==> config.mk <==
export PLATFORM = sky130hd
export DESIGN_NAME = flo_intr_ctrl_flat
export DESIGN_NICKNAME = d
export VERILOG_FILES = /design/src/rtl/flo_intr_ctrl_if.sv /design/src/rtl/flo_intr_ctrl.sv /design/src/flat_wrapper.sv
export SDC_FILE = /design/constraint.sdc
export NUM_CORES = 1
export LEC_CHECK = 0
export ABC_CLOCK_PERIOD_IN_PS = 1600
export BUFFER_PORTS_ARGS = -buffer_cell sky130_fd_sc_hd__buf_4
export CAP_MARGIN = 25
export CORE_MARGIN = 2
export CORE_UTILIZATION = 41
export CTS_CLUSTER_SIZE = 10
export DETAILED_ROUTE_END_ITERATION = 8
export MAX_ROUTING_LAYER = met4
export PLACE_DENSITY = 0.89
export SYNTH_ARGS = -nofsm -noshare
export SYNTH_HDL_FRONTEND = slang
export SYNTH_SLANG_ARGS = --single-unit
==> constraint.sdc <==
create_clock -name clk -period 1.6 [get_ports clk]
set_input_delay 0.08 -clock clk [delete_from_list [all_inputs] [get_ports clk]]
set_output_delay 0.08 -clock clk [all_outputs]
set_load 0.01 [all_outputs]
==> src/rtl/flo_intr_ctrl_if.sv <==
// Register strobe bus between the S_AXI_INTR bridge and the interrupt controller.
// The bridge is the master; the controller is the slave.
interface flo_intr_ctrl_if;
  logic        reg_wr_en;
  logic [4:0]  reg_wr_addr;
  logic [31:0] reg_wr_data;
  logic        reg_rd_en;
  logic [4:0]  reg_rd_addr;
  logic [31:0] reg_rd_data;
  logic        reg_rd_valid;

  modport master (
    output reg_wr_en, reg_wr_addr, reg_wr_data, reg_rd_en, reg_rd_addr,
    input  reg_rd_data, reg_rd_valid
  );

  modport slave (
    input  reg_wr_en, reg_wr_addr, reg_wr_data, reg_rd_en, reg_rd_addr,
    output reg_rd_data, reg_rd_valid
  );
endinterface

==> src/rtl/flo_intr_ctrl.sv <==
// flocra interrupt controller: captures sequencer/buffer interrupt sources into
// ISR, masks them with IER and GIE, and drives a level or fixed-width pulse irq.
module flo_intr_ctrl #(
  parameter int unsigned C_NUM_OF_INTR      = 4,
  parameter logic [31:0] C_INTR_SENSITIVITY = 32'hFFFFFFFF,
  parameter bit          C_IRQ_SENSITIVITY  = 1'b1,
  parameter bit          C_IRQ_ACTIVE_STATE = 1'b1,
  parameter int unsigned C_IRQ_PULSE_CYCLES = 4
) (
  input  logic                     clk,
  input  logic                     rst,
  input  logic [C_NUM_OF_INTR-1:0] intr_in,
  flo_intr_ctrl_if.slave           bus,
  output logic                     irq
);

  localparam int unsigned N = C_NUM_OF_INTR;

  localparam logic [4:0] ADDR_GIE = 5'h00;
  localparam logic [4:0] ADDR_IER = 5'h04;
  localparam logic [4:0] ADDR_ISR = 5'h08;
  localparam logic [4:0] ADDR_IAR = 5'h0C;
  localparam logic [4:0] ADDR_IPR = 5'h10;

  // Bit set = rising-edge capture, bit clear = level capture.
  localparam logic [N-1:0] EDGE_MASK  = C_INTR_SENSITIVITY[N-1:0];
  localparam logic [7:0]   PULSE_LOAD = 8'(C_IRQ_PULSE_CYCLES);

  typedef enum logic [1:0] {
    S_IDLE,
    S_PULSE,
    S_WAIT
  } pulse_state_e;

  logic         gie_q;
  logic [N-1:0] ier_q;
  logic [N-1:0] isr_q;
  logic [N-1:0] prev_q;

  logic         wr_gie;
  logic         wr_ier;
  logic         wr_iar;
  logic [N-1:0] set_vec;
  logic [N-1:0] ack_vec;
  logic [N-1:0] ipr;
  logic         any_pend;
  logic [31:0]  rd_mux;

  pulse_state_e state_q;
  pulse_state_e state_d;
  logic [7:0]   cnt_q;
  logic [7:0]   cnt_d;
  logic         irq_active_d;

  // Only the low N bits of write data are stored; the rest are deliberately dropped.
  logic unused_wr_bits;
  assign unused_wr_bits = ^bus.reg_wr_data;

  // Write decode, capture/ack vectors and the pending summary from registered state.
  always_comb begin
    wr_gie   = bus.reg_wr_en && (bus.reg_wr_addr == ADDR_GIE);
    wr_ier   = bus.reg_wr_en && (bus.reg_wr_addr == ADDR_IER);
    wr_iar   = bus.reg_wr_en && (bus.reg_wr_addr == ADDR_IAR);
    ack_vec  = wr_iar ? bus.reg_wr_data[N-1:0] : '0;
    set_vec  = (intr_in & ~prev_q & EDGE_MASK) | (intr_in & ~EDGE_MASK);
    ipr      = isr_q & ier_q;
    any_pend = gie_q & (|ipr);
  end

  // Read mux over the pre-write register values; unmapped offsets and IAR read 0.
  always_comb begin
    rd_mux = 32'h0;
    case (bus.reg_rd_addr)
      ADDR_GIE: rd_mux = {31'h0, gie_q};
      ADDR_IER: rd_mux = 32'(ier_q);
      ADDR_ISR: rd_mux = 32'(isr_q);
      ADDR_IPR: rd_mux = 32'(ipr);
      default:  rd_mux = 32'h0;
    endcase
  end

  // Control/status registers; a new capture overrides an ack on the same bit.
  always_ff @(posedge clk) begin
    if (rst) begin
      gie_q  <= 1'b0;
      ier_q  <= '0;
      isr_q  <= '0;
      prev_q <= '0;
    end else begin
      if (wr_gie) gie_q <= bus.reg_wr_data[0];
      if (wr_ier) ier_q <= bus.reg_wr_data[N-1:0];
      isr_q  <= (isr_q & ~ack_vec) | set_vec;
      prev_q <= intr_in;
    end
  end

  // Read response stage: one-cycle latency, data held until the next read.
  always_ff @(posedge clk) begin
    if (rst) begin
      bus.reg_rd_data  <= 32'h0;
      bus.reg_rd_valid <= 1'b0;
    end else begin
      bus.reg_rd_valid <= bus.reg_rd_en;
      if (bus.reg_rd_en) bus.reg_rd_data <= rd_mux;
    end
  end

  // Pulse FSM next state; in level mode the irq simply follows any_pend.
  always_comb begin
    state_d = state_q;
    cnt_d   = cnt_q;
    case (state_q)
      S_IDLE: begin
        if (any_pend) begin
          state_d = S_PULSE;
          cnt_d   = PULSE_LOAD;
        end
      end
      S_PULSE: begin
        if (cnt_q <= 8'd1) begin
          state_d = S_WAIT;
          cnt_d   = 8'd0;
        end else begin
          cnt_d = cnt_q - 8'd1;
        end
      end
      S_WAIT: begin
        if (!any_pend) state_d = S_IDLE;
      end
      default: begin
        state_d = S_IDLE;
        cnt_d   = 8'd0;
      end
    endcase
    irq_active_d = C_IRQ_SENSITIVITY ? any_pend : (state_d == S_PULSE);
  end

  // Pulse FSM state, counter and the registered irq output.
  always_ff @(posedge clk) begin
    if (rst) begin
      state_q <= S_IDLE;
      cnt_q   <= 8'd0;
      irq     <= ~C_IRQ_ACTIVE_STATE;
    end else begin
      state_q <= state_d;
      cnt_q   <= cnt_d;
      irq     <= irq_active_d ? C_IRQ_ACTIVE_STATE : ~C_IRQ_ACTIVE_STATE;
    end
  end

endmodule

==> src/flat_wrapper.sv <==
// flat-port wrapper written by rule: the top's interface ports become plain ports
module flo_intr_ctrl_flat 
#(
  parameter int unsigned C_NUM_OF_INTR      = 4,
  parameter logic [31:0] C_INTR_SENSITIVITY = 32'hFFFFFFFF,
  parameter bit          C_IRQ_SENSITIVITY  = 1'b1,
  parameter bit          C_IRQ_ACTIVE_STATE = 1'b1,
  parameter int unsigned C_IRQ_PULSE_CYCLES = 4
)
  (clk, rst, intr_in, irq, bus_reg_wr_en, bus_reg_wr_addr, bus_reg_wr_data, bus_reg_rd_en, bus_reg_rd_addr, bus_reg_rd_data, bus_reg_rd_valid);
  flo_intr_ctrl_if bus_i ();
  input  logic clk;
  input  logic rst;
  input  logic [C_NUM_OF_INTR-1:0] intr_in;
  output logic irq;
  input wire logic [$bits(bus_i.reg_wr_en)-1:0] bus_reg_wr_en;
  input wire logic [$bits(bus_i.reg_wr_addr)-1:0] bus_reg_wr_addr;
  input wire logic [$bits(bus_i.reg_wr_data)-1:0] bus_reg_wr_data;
  input wire logic [$bits(bus_i.reg_rd_en)-1:0] bus_reg_rd_en;
  input wire logic [$bits(bus_i.reg_rd_addr)-1:0] bus_reg_rd_addr;
  output wire logic [$bits(bus_i.reg_rd_data)-1:0] bus_reg_rd_data;
  output wire logic [$bits(bus_i.reg_rd_valid)-1:0] bus_reg_rd_valid;
  assign bus_i.reg_wr_en = bus_reg_wr_en;
  assign bus_i.reg_wr_addr = bus_reg_wr_addr;
  assign bus_i.reg_wr_data = bus_reg_wr_data;
  assign bus_i.reg_rd_en = bus_reg_rd_en;
  assign bus_i.reg_rd_addr = bus_reg_rd_addr;
  assign bus_reg_rd_data = bus_i.reg_rd_data;
  assign bus_reg_rd_valid = bus_i.reg_rd_valid;
  flo_intr_ctrl #(.C_NUM_OF_INTR(C_NUM_OF_INTR), .C_INTR_SENSITIVITY(C_INTR_SENSITIVITY), .C_IRQ_SENSITIVITY(C_IRQ_SENSITIVITY), .C_IRQ_ACTIVE_STATE(C_IRQ_ACTIVE_STATE), .C_IRQ_PULSE_CYCLES(C_IRQ_PULSE_CYCLES)) u_core (.clk(clk), .rst(rst), .intr_in(intr_in), .bus(bus_i), .irq(irq));
endmodule
# Word-level counts from Yosys, hierarchy flattened
# Index checks and enable logic that the tools add are counted.
[classes] eq_ne=5 mux=3 bitwise_logic=7 reduce_logical=6
[ops] cell="4-bit case mux with 4 select lines" n=1
[ops] cell="4-bit AND" n=3
[ops] cell="5-bit by 3-bit equality test with 1-bit output, second input constant" n=2
[ops] cell="5-bit by 4-bit equality test with 1-bit output, second input constant" n=2
[ops] cell="5-bit zero test" n=2
[ops] cell="4-bit NOT" n=2
[ops] cell="5-bit equality test, second input constant" n=1
[ops] cell="4-bit two-way mux" n=1
[ops] cell="4-bit OR" n=1
[ops] cell="4-bit OR reduction" n=1
[ops] cell="1-bit logical AND" n=3
[ops] cell="1-bit AND" n=1
[ops] cell="1-bit two-way mux" n=1
[totals] ff_bits=47 inputBits=50 out_inout_bits=34

# Logic depth before layout (Yosys ltp)
[logic_depth] depth_word=6 ltp_mapped=5

# Least setup slack after synthesis
# Ideal clock, no wire load.
[synth_path] path_type="input -> register" start="input bus_reg_wr_addr[4]" end="register u_core.ier_q[0]" setup_ns=0.128 arrival_ns=0.756 required_time_ns=1.472 path_slack_ns=0.716 stages=4 path_cell_list="nor4b_4 -> nand3b_2 -> mux2i_1 -> nor2_1"
[synth_via] elab_chain_cells=2
[synth_lines] item="start, declared" line_no="flat_wrapper.sv:17" rtl="input wire logic [$bits(bus_i.reg_wr_addr)-1:0] bus_reg_wr_addr;"
[synth_lines] item="5-bit by 3-bit equality test with 1-bit output" line_no="flo_intr_ctrl.sv:62" rtl="wr_ier = bus.reg_wr_en && (bus.reg_wr_addr == ADDR_IER);"
[synth_lines] item="1-bit logical AND" line_no="flo_intr_ctrl.sv:62"
[synth_lines] item="end signal, assigned" line_no="flo_intr_ctrl.sv:91" rtl="if (wr_ier) ier_q <= bus.reg_wr_data[N-1:0];"
[synth_lines] item="end, declared" line_no="flo_intr_ctrl.sv:36" rtl="logic [N-1:0] ier_q;"
# No other way between the ends.
# A chain may end at the register's enable or synchronous reset.

# Final worst setup path
[layout_path] start="register u_core.isr_q[1]" end="register u_core.bus.reg_rd_data[1]"
[layout_via] elab_chain_cells=2
[layout_lines] item="start, declared" line_no="flo_intr_ctrl.sv:37" rtl="logic [N-1:0] isr_q;"
[layout_lines] item="start signal, assigned" line_no="flo_intr_ctrl.sv:92" rtl="isr_q <= (isr_q & ~ack_vec) | set_vec;"
[layout_lines] item="4-bit AND" line_no="flo_intr_ctrl.sv:66" rtl="ipr = isr_q & ier_q;"
[layout_lines] item="4-bit case mux with 4 select lines (*)" line_no="flo_intr_ctrl.sv:73" rtl="case (bus.reg_rd_addr)"
[layout_lines] item="end signal, assigned" line_no="flo_intr_ctrl.sv:104" rtl="if (bus.reg_rd_en) bus.reg_rd_data <= rd_mux;"
[layout_lines] item="end, declared" line_no="flo_intr_ctrl_if.sv:19" rtl="output reg_rd_data, reg_rd_valid"
# Every way passes the cells marked *; elsewhere a longest branch is shown, timed or not.

==> flow_results.org <==
** Finish
- From synthesis to final layout, the design area changed by 16.5%.
- Registers take 380 µm².
- Of the cells placed in the final design, the portion with a size suffix greater than 1 is 22.1%.
- Multi-input combinational cell area :: 509 µm²
- After the last flow step, the layout net total stands at 200.
- The finished cells cover 1190 µm².
- The repair_antennas step left the layout with diodes totalling 0.
- Fill cells in the final layout number ~270.

** STA
- Derived from the worst setup path, the maximum achievable clock frequency is 1.14 GHz.
- After routing, the total negative slack on setup checks comes to 0 ns.
- Hold Violations, Final :: 0
- Tcrit/Tclk final :: 54.8%
- Worst-case hold slack :: 0.0125 ns
- The worst path needs 0.877 ns of the cycle, external delays included.
- Across the routed clock network, the largest skew measured is 0.00237 ns.
- Setup violations remaining at the end of the flow were counted as 0.
- The max-slew violation total from the final report was 0.
- Unrepaired setup endpoints after global routing :: false

** Clock tree
- The number of hold buffers added after CTS was 0.
- Buffer cell driving the clock tree root :: sky130_fd_sc_hd__clkbuf_4
- Clock transition time at the flip-flop clock pins of the worst setup and hold paths :: 0.10 ns
- At the later pin of the worst-skew pair, clock insertion delay measures 0.29 ns.
- Clock tree from TritonCTS :: done
- The clock net in this run drives a total of 19 sinks.
- Post-CTS timing repair inserted 0 buffers for setup.
- H-Tree Depth :: 1
- Counting along the longest clock path gives a buffer depth of 2.
- Number of instances resized during post-cts repair :: 0
- Number of CTS-inserted buffers :: 3

** Critical path
- The critical path contains buffers and inverters numbering 0 combined.
- STA classifies the critical path endpoint as a register.
- In this run the worst path has a maximum fanout of 4.
- Worst setup path startpoint :: u_core.isr_q[1]
- Slowest Stage Delay on Critical Path :: between 0.3 and 0.4 ns
- For the worst setup path, the data required time is 1.78 ns.
- Cell with the largest stage delay on the worst path :: sky130_fd_sc_hd__dfxtp_1
- Startpoint of the most critical register-to-register path :: u_core.isr_q[1]
- By startpoint and endpoint, the worst setup path is classified as reg2reg.
- Element type at the critical path start :: register
- Traced cell by cell, the critical path runs through nand3b_1, nand2_1, a32oi_1, o21ai_0.
- Setup slack of the most critical reg-to-reg path :: about 0.72 ns
- For the worst setup path, the data arrival time is 1.06 ns.
- Kind of cell adding the most delay to the critical path :: flip-flops

** GRT
- The global routing stage identified its most utilized layer as met2.
- Global routing consumed, on the met2 layer, 21.1% of the routing resources.
- Global-route wire length before repair :: 2390 µm
- The via count of the first global-routing pass was 602.
- Met3 Usage GRT :: 5.83%
- Global-route met1 utilization :: 12.2%
- The number of antenna violations at the first check in global routing is 0.
- Entering global routing, the biggest net connects 17 pins.
- Across every metal layer, demand over resource in global routing totals approximately an eighth.
- Aggregate global routing overflow :: 0

** Run status
- Status :: finished clean

** Placement
- Buffers on Ports :: 27
- After legalization and detailed placement, the total HPWL measured 1300 µm.
- DP Area :: 1150 µm²
- At the end of routability-driven placement, the weighted congestion stood at 0.741.

** Route
- Total length of routed wires :: between 1500 and 2000 µm
- Once detail routing completed, the nets flagged for antenna violations numbered 0.
- Number of iterations in the first detailed-routing pass :: 2
- In this run, the number of DRC markers left after iteration 0 of detailed routing was 4.
- After detailed routing, the average wire length per cell comes to 9.02 µm.
- For this run, design rule violations remaining after detail routing come to 0.
- Detailed routing inserted a total of 767 vias.
- Post-DR vias/cell :: 4.28

** Power and ir drop
- The internal power of the cells totals roughly 650 µW.
- Switch share :: between 20% and 30%
- Switching Power :: 221 µW
- Fraction of power consumed by combinational cells :: approximately 16%
- The share of total power dissipated in sequential elements is 57.4%.
- Across the VDD grid, the largest voltage drop is between 500 and 600 µV.
- Leakage power summed over all cells :: 0.583 nW
- Of the total power, the clock network draws 26.8%.
- After layout, the design draws a total of 868 µW.
- Total power density per cell area :: 726 nW/µm²

** Synthesis
- Sequential element share of the synthesized area :: 37.1%
- Most frequent cell after synthesis :: sky130_fd_sc_hd__buf_4
- Yosys printed 0 warnings.
- Share of async-settable or async-resettable flops after synthesis :: 0%
- Post-synth EDFFs :: 0
- Synth Instances :: 119
- Of all cell types, the one taking the most synthesized area is sky130_fd_sc_hd__dfxtp_1.
- By area the synthesized netlist is led by sky130_fd_sc_hd__dfxtp_1 37%, sky130_fd_sc_hd__buf_4 20%, sky130_fd_sc_hd__mux2i_1 4.9%.
- Mean instance size in the synthesized netlist :: around 8.6 µm²
- Cell area after technology mapping :: 1030 µm²
- Most common library cells after synthesis :: 28 x sky130_fd_sc_hd__buf_4, 19 x sky130_fd_sc_hd__dfxtp_1, 10 x sky130_fd_sc_hd__o21ai_0
- In the synthesized netlist the dominant register cell turns out to be sky130_fd_sc_hd__dfxtp_1.
- In this run, distinct cell masters in the synthesized netlist total 23.
- The synthesized design devotes to its leading area cell type 37.1% of total area.
- Flop and latch count out of synthesis :: 19

** Die
- From left edge to right edge, the die measures about 54 µm.
- The die covers 2920 µm².
- Row generation in the floorplan step produced 18 rows.
- The floorplan step set the die height to about 54 µm.
- Starting utilization of the core area :: 42.2%
- Ports placed on the boundary :: 84
- The core region is 2430 µm².

** Min path
- Path type of the worst min-delay path :: in2reg
- In this run the most critical hold path is launched from intr_in[3].

** Run
- Max-capacitance violation count :: 0
[final timing paths]
check	endpoint	depth (start not counted)
hold / removal	u_core.prev_q[3]	2
setup reg to reg	u_core.bus.reg_rd_data[1]	4
hold reg to reg	u_core.bus.reg_rd_data[1]	2
setup / recovery	u_core.bus.reg_rd_data[1]	4
[routing by layer]
layer	share of wire (%)	wire [µm]
met1	43	695
met2	48	783
met3	8.1	131
met4	0.31	5
met5	0	0
[power groups by stage]
stage                     clock [mW]  sequential [mW]  combinational [mW]
after floorplan                    0            0.507               0.124
after global placement             0            0.508               0.129
after detailed placement           0            0.509               0.132
after CTS                      0.247            0.498               0.132
after global routing           0.275            0.500               0.155
final                          0.233            0.498               0.136
[cell usage in the layout, fill, tap and decap left out, drive strengths merged]
master	n
nor3b	1
nand3b	6
mux2i	5
nand3	1
a32oi	3
nand2b	6
clkbuf	4
inv	5
nor2	6
buf	27
o21ai	10
nand2	9
nor4b	1
nand4	1
a31oi	1
nor2b	5
a22oi	2
a21oi	5
dlygate4sd3	2
dfxtp	19
conb	28
nor3	2
[kinds of logic after synthesis]
| kind of cell | count (synthesis) | synth area share (%) |
|---|---|---|
| mux | 5 | 4.88 |
| simple gates | 38 | 22.6 |
| flops | 19 | 37.1 |
| other cells | 1 | 0.366 |
| buf+inv | 35 | 23.2 |
| compound gates | 21 | 12.0 |
[per-stage QoR]
stage | utilization (%) | instances | worst slack [ns]
finish | 49.1 | 179 | 0.723
global route | 49.1 | 179 | 0.572
CTS | 48.3 | 177 | 0.708
detailed placement | 47.2 | 173 | 0.505
global placement | 47.2 | 173 | 0.526
floorplan | - | 146 | 0.716
[final cells by class]
type | count | area share (%)
flip-flops and latches | 19 | 31.8
repair buffers | 29 | 18.6
inverters | 5 | 1.57
clock buffers | 4 | 2.20
multi-input cells | 92 | 42.6
well taps | 30 | 3.14
[registers in the layout (all words and copies together) (netlist names)]
name and cells:
u_core.gie_q 1, u_core.irq 1, u_core.isr_q 4, u_core.bus.reg_rd_data 4, u_core.prev_q 4, u_core.ier_q 4
u_core.bus.reg_rd_valid 1
Note: power is estimated with default switching activity, not from simulation.
